## src/rtl/fetch_stage.sv

```systemverilog
// Instruction-fetch stage plus IF/ID pipeline register for the RV32I pipeline.
// PCF drives the instruction memory; the returned word is captured into the
// decode-side register along with its PC, PC+4 and a valid bit.
module fetch_stage #(
    parameter logic [31:0] RESET_PC  = 32'h0000_0000,
    parameter logic [31:0] NOP_INSTR = 32'h0000_0013,
    parameter int          CNT_W     = 16
) (
    input  logic             clk,
    input  logic             rst_n,
    input  logic             StallF,
    input  logic             StallD,
    input  logic             FlushD,
    input  logic             PCSrcE,
    input  logic [31:0]      PCTargetE,
    output logic             imem_req,
    output logic [31:0]      imem_addr,
    input  logic [31:0]      imem_rdata,
    input  logic             imem_ready,
    output logic             fetch_stall,
    output logic [31:0]      PCF,
    output logic [31:0]      InstrD,
    output logic [31:0]      PCD,
    output logic [31:0]      PCPlus4D,
    output logic             ValidD,
    output logic [CNT_W-1:0] fetch_count
);

    logic [31:0]      pcf_q,    pcf_d;
    logic [31:0]      instr_q,  instr_d;
    logic [31:0]      pcd_q,    pcd_d;
    logic [31:0]      pcp4_q,   pcp4_d;
    logic             valid_q,  valid_d;
    logic [CNT_W-1:0] cnt_q,    cnt_d;
    logic [31:0]      pcf_plus4;
    logic [31:0]      target_aligned;

    // Misaligned redirect targets are silently word-aligned.
    assign target_aligned = PCTargetE & ~32'h0000_0003;
    assign pcf_plus4      = pcf_q + 32'd4;

    assign imem_req    = rst_n;
    assign imem_addr   = pcf_q;
    assign fetch_stall = imem_req & ~imem_ready;

    // Next PC: redirect beats any hold; a stalled or not-ready fetch holds.
    always_comb begin
        pcf_d = pcf_plus4;
        if (PCSrcE)
            pcf_d = target_aligned;
        else if (StallF || !imem_ready)
            pcf_d = pcf_q;
    end

    // Next IF/ID contents: flush > hold > load > bubble.
    always_comb begin
        instr_d = NOP_INSTR;
        pcd_d   = 32'd0;
        pcp4_d  = 32'd0;
        valid_d = 1'b0;
        cnt_d   = cnt_q;
        if (FlushD) begin
            instr_d = NOP_INSTR;
        end else if (StallD) begin
            instr_d = instr_q;
            pcd_d   = pcd_q;
            pcp4_d  = pcp4_q;
            valid_d = valid_q;
        end else if (imem_ready) begin
            instr_d = imem_rdata;
            pcd_d   = pcf_q;
            pcp4_d  = pcf_plus4;
            valid_d = 1'b1;
            cnt_d   = cnt_q + {{(CNT_W-1){1'b0}}, 1'b1};
        end
    end

    // State registers with synchronous reset dropping all in-flight work.
    always_ff @(posedge clk) begin
        if (!rst_n) begin
            pcf_q   <= RESET_PC;
            instr_q <= NOP_INSTR;
            pcd_q   <= 32'd0;
            pcp4_q  <= 32'd0;
            valid_q <= 1'b0;
            cnt_q   <= '0;
        end else begin
            pcf_q   <= pcf_d;
            instr_q <= instr_d;
            pcd_q   <= pcd_d;
            pcp4_q  <= pcp4_d;
            valid_q <= valid_d;
            cnt_q   <= cnt_d;
        end
    end

    assign PCF         = pcf_q;
    assign InstrD      = instr_q;
    assign PCD         = pcd_q;
    assign PCPlus4D    = pcp4_q;
    assign ValidD      = valid_q;
    assign fetch_count = cnt_q;

endmodule

```

## config.mk

```make
export PLATFORM = sky130hd
export DESIGN_NAME = fetch_stage
export DESIGN_NICKNAME = d
export VERILOG_FILES = /design/src/rtl/fetch_stage.sv
export SDC_FILE = /design/constraint.sdc
export NUM_CORES = 1
export LEC_CHECK = 0
export BUFFER_PORTS_ARGS = -buffer_cell sky130_fd_sc_hd__clkbuf_2
export CAP_MARGIN = 10
export CORE_MARGIN = 5
export CORE_UTILIZATION = 53
export DETAILED_ROUTE_END_ITERATION = 8
export GPL_TIMING_DRIVEN = 0
export PLACE_DENSITY = 0.86
export SLEW_MARGIN = 20
export SYNTH_ARGS = -nofsm -noshare
export SYNTH_HDL_FRONTEND = slang
export SYNTH_SLANG_ARGS = --single-unit
```

## constraint.sdc

```tcl
create_clock -name clk -period 7.04 [get_ports clk]
set_clock_uncertainty 0.1 [all_clocks]
set_input_delay 0.704 -clock clk [delete_from_list [all_inputs] [get_ports clk]]
set_output_delay 0.704 -clock clk [all_outputs]
set_load 0.02 [all_outputs]
```

==> flow_metrics.py <==
metrics = {
    "run_status": {
        "status": "finished clean",
    },
    "timing": {
        "worst_hold_slack_ns": 0.3474,
        "finalWorstSetupSlack_ns": 4.269,
        "fmaxAchievable_ghz": 0.3608,
        "finalCriticalPeriod_ns": 2.771,
        "worst_pin_slew_ns": 0.8781,
        "maxSlewHeadroom_pct": 40.92,
        "setup_viol": 0,
        "hold_viol": 0,
        "drv_slew": 0,
        "rsz0062_at_grt": "false",
        "period_share_pct": 39.37,
        "finalSetupTns_ns": 0,
    },
    "clocking": {
        "ctsHtreeMaxLevel": 4,
        "post_cts_resized": 0,
        "clk_path_buf_depth": 2,
        "cts_tree": "yes",
        "postCtsSetupBuffers": 0,
        "clockRootBuffer": "clkbuf_16",
        "cts_hold_buf": 0,
        "clk_latency_ns": 0.43,
        "cts.sinks": 139,
        "numCtsBuffers": 17,
        "clk_pin_slew_ns": 0.06,
    },
    "placement": {
        "place.gp.congestion": 0.9168,
        "dp_worst_setup_slack_ns": 4.116,
        "hpwl_um": 16030,
        "port_buffers": 239,
    },
    "finish": {
        "drive_above_1_share_pct": 31.51,
        "n_antenna_cell": 0,
        "fillCellCount": 994,
        "layout_common_cells": "clkbuf_2, dfxtp_1, nor2_1, a22oi_1, clkbuf_1",
        "layout.nets": 1101,
        "areaGrowthSynthToFinish_pct": 31.23,
        "final_common_cell": "clkbuf_2",
    },
    "critical_path": {
        "crit_fanout": 10,
        "slowest_stage": "nor4_1",
        "path_cells": "ha_1 > nand4_1 > clkbuf_1 > nor4_1 > and4_1 > nor3_1",
        "required_ns": 7.25,
        "critPathLaunchType": "flip-flop",
        "slowest_delay_ns": 0.82,
        "critPathKind": "flip-flop to flip-flop",
        "ff2ff_path_depth": 6,
        "worstPathArrival_ns": 2.98,
        "end_kind": "flip-flop",
    },
    "yosys": {
        "ys_seq_area_share_pct": 43.28,
        "ys_types": 55,
        "netlist_area_um2": 6430,
        "synthArstFlopShare_pct": 0,
        "synth_edf_count": 0,
        "ys_warn_count": 0,
        "synth_ff_type": "dfxtp_1",
        "ys_ff_latch": 139,
        "avgSynthCellArea_um2": 8.427,
        "syn_inst": 763,
    },
    "routing": {
        "firstDrtPassIters": 5,
        "vias": 7031,
        "drt_first_iter_violations": 551,
        "drt_wl_total_um": 21540,
        "antenna_left": 0,
        "viasPerCell": 5.918,
        "wire_per_inst_um": 18.13,
        "drc": 0,
    },
    "power": {
        "p_leak_nw": 3.587,
        "irDropWorstVdd_v": 0.0001354,
        "power.share.switching_pct": 26.86,
        "combPwrFrac_pct": 12.6,
        "power_w": 0.001990,
        "p_int_w": 0.001455,
        "power_density_nw_per_um2": 235.8,
        "seq_power_share_pct": 42.0,
        "clkPwrFrac_pct": 45.5,
        "p_sw_w": 0.0005344,
    },
    "floorplanning": {
        "die_w_um": 120.1,
        "core_area_um2": 11960,
        "initial_core_util_pct": 53.76,
        "fp-row-count": 40,
        "io_pins": 250,
        "die-height_um": 120.1,
        "die_area_um2": 14430,
    },
    "global_routing": {
        "grt_pass1_vias": 6411,
        "grt_remaining_overflow": 0,
        "grt_pass1_wl_um": 33310,
        "grt_max_degree": 17,
        "grt.total_usage_pct": 28.83,
        "antenna_found_initial": 0,
    },
    "run": {
        "drv_cap": 0,
    },
    "min_path": {
        "worst_hold_path_type": "flip-flop to flip-flop",
        "whs_path_depth": 2,
    },
}
[power groups by stage]
stage	logic (W)	clock network, W	registers [W]
finish	0.000250	0.000905	0.000835
CTS	0.000247	0.000913	0.000834
global placement	0.000243	0	0.000850
floorplan	0.000132	0	0.000868
detailed placement	0.000246	0	0.000851
global route	0.000268	0.000951	0.000837
[synth_stat cells, drive strengths merged (4+ instances only)]
| cell | instances | share of area [%] |
|---|---|---|
| nor3 | 14 | 1.1 |
| a21oi | 21 | 1.6 |
| a311oi | 4 | 0.54 |
| nand2 | 52 | 3.0 |
| a22oi | 63 | 7.4 |
| xor2 | 8 | 1.1 |
| dfxtp | 139 | 43 |
| nor4 | 15 | 1.6 |
| or4 | 21 | 2.5 |
| nor2b | 4 | 0.39 |
| clkbuf | 55 | 3.2 |
| or3 | 11 | 1.1 |
| a31oi | 11 | 1.1 |
| xnor2 | 24 | 3.3 |
| o211ai | 9 | 1.1 |
| and3 | 8 | 0.78 |
| nand3 | 26 | 2.0 |
| nand4 | 24 | 2.6 |
| buf | 55 | 5.8 |
| o31ai | 6 | 0.70 |
| nand2b | 5 | 0.49 |
| o21ai | 46 | 3.6 |
| and4 | 8 | 1.1 |
| nor2 | 91 | 5.3 |
[through the flow]
stage,cells,instance area [µm²],util (%)
2_1_floorplan,770,6456,-
4_1_cts,1188,8438,70.54
3_5_place_dp,1156,7836,65.51
6_report,1188,8438,70.54
3_3_place_gp,1156,7836,65.51
5_1_grt,1188,8438,70.54
[per-layer routing]
metal,wire (µm),vias up,global-route usage (%)
li1,-,3267,-
met1,8542,3333,36.39
met2,10320,382,47.28
met3,2120,49,7.163
met4,561,0,11.38
met5,0,-,0
[area by class of cell]
cell class              instances  area, µm²  share of cell area [%]
clock inverters                14      172.7                   2.046
well taps                     147      183.9                   2.180
clock buffers                  18      429.2                   5.086
plain buffers                 110      580.6                   6.880
flip-flops and latches        139       2783                   32.98
multi-input cells             517       3078                   36.48
inverters                       4      15.01                  0.1779
repair buffers                239       1196                   14.18
[final timing paths]
kind | start | endpoint | slack (ns)
max | PCF[2] | PCF[22] | 4.27
min | PCPlus4D[14] | PCPlus4D[14] | 0.35
max reg2reg | PCF[2] | PCF[22] | 4.27
min reg2reg | PCPlus4D[14] | PCPlus4D[14] | 0.35
[registers in the layout, summed over array words and instances, names as in the netlist]
register and count:
ValidD 1, fetch_count 16, PCF 30, PCPlus4D 30
InstrD 32, PCD 30
[critical path, delay by kind of cell (launching register included)]
family                   cells  cell delay (ns)
AND/OR/NAND/NOR              4             1.39
flip-flops                   1             0.55
adder cells (fa/ha/maj)      1             0.34
buffers and inverters        1             0.28
[kinds of logic after synthesis]
logic type	count (synthesis)	synth area share [%]
AOI/OAI and AO/OA	177	18.04
muxes	3	0.4670
other	1	0.05832
buffers and inverters	114	9.262
adders and majority gates	2	0.3891
DFF	139	43.28
xor gates and xnor gates	32	4.359
and+or+nand+nor	295	24.15
Power figures use the tool's default switching activity.
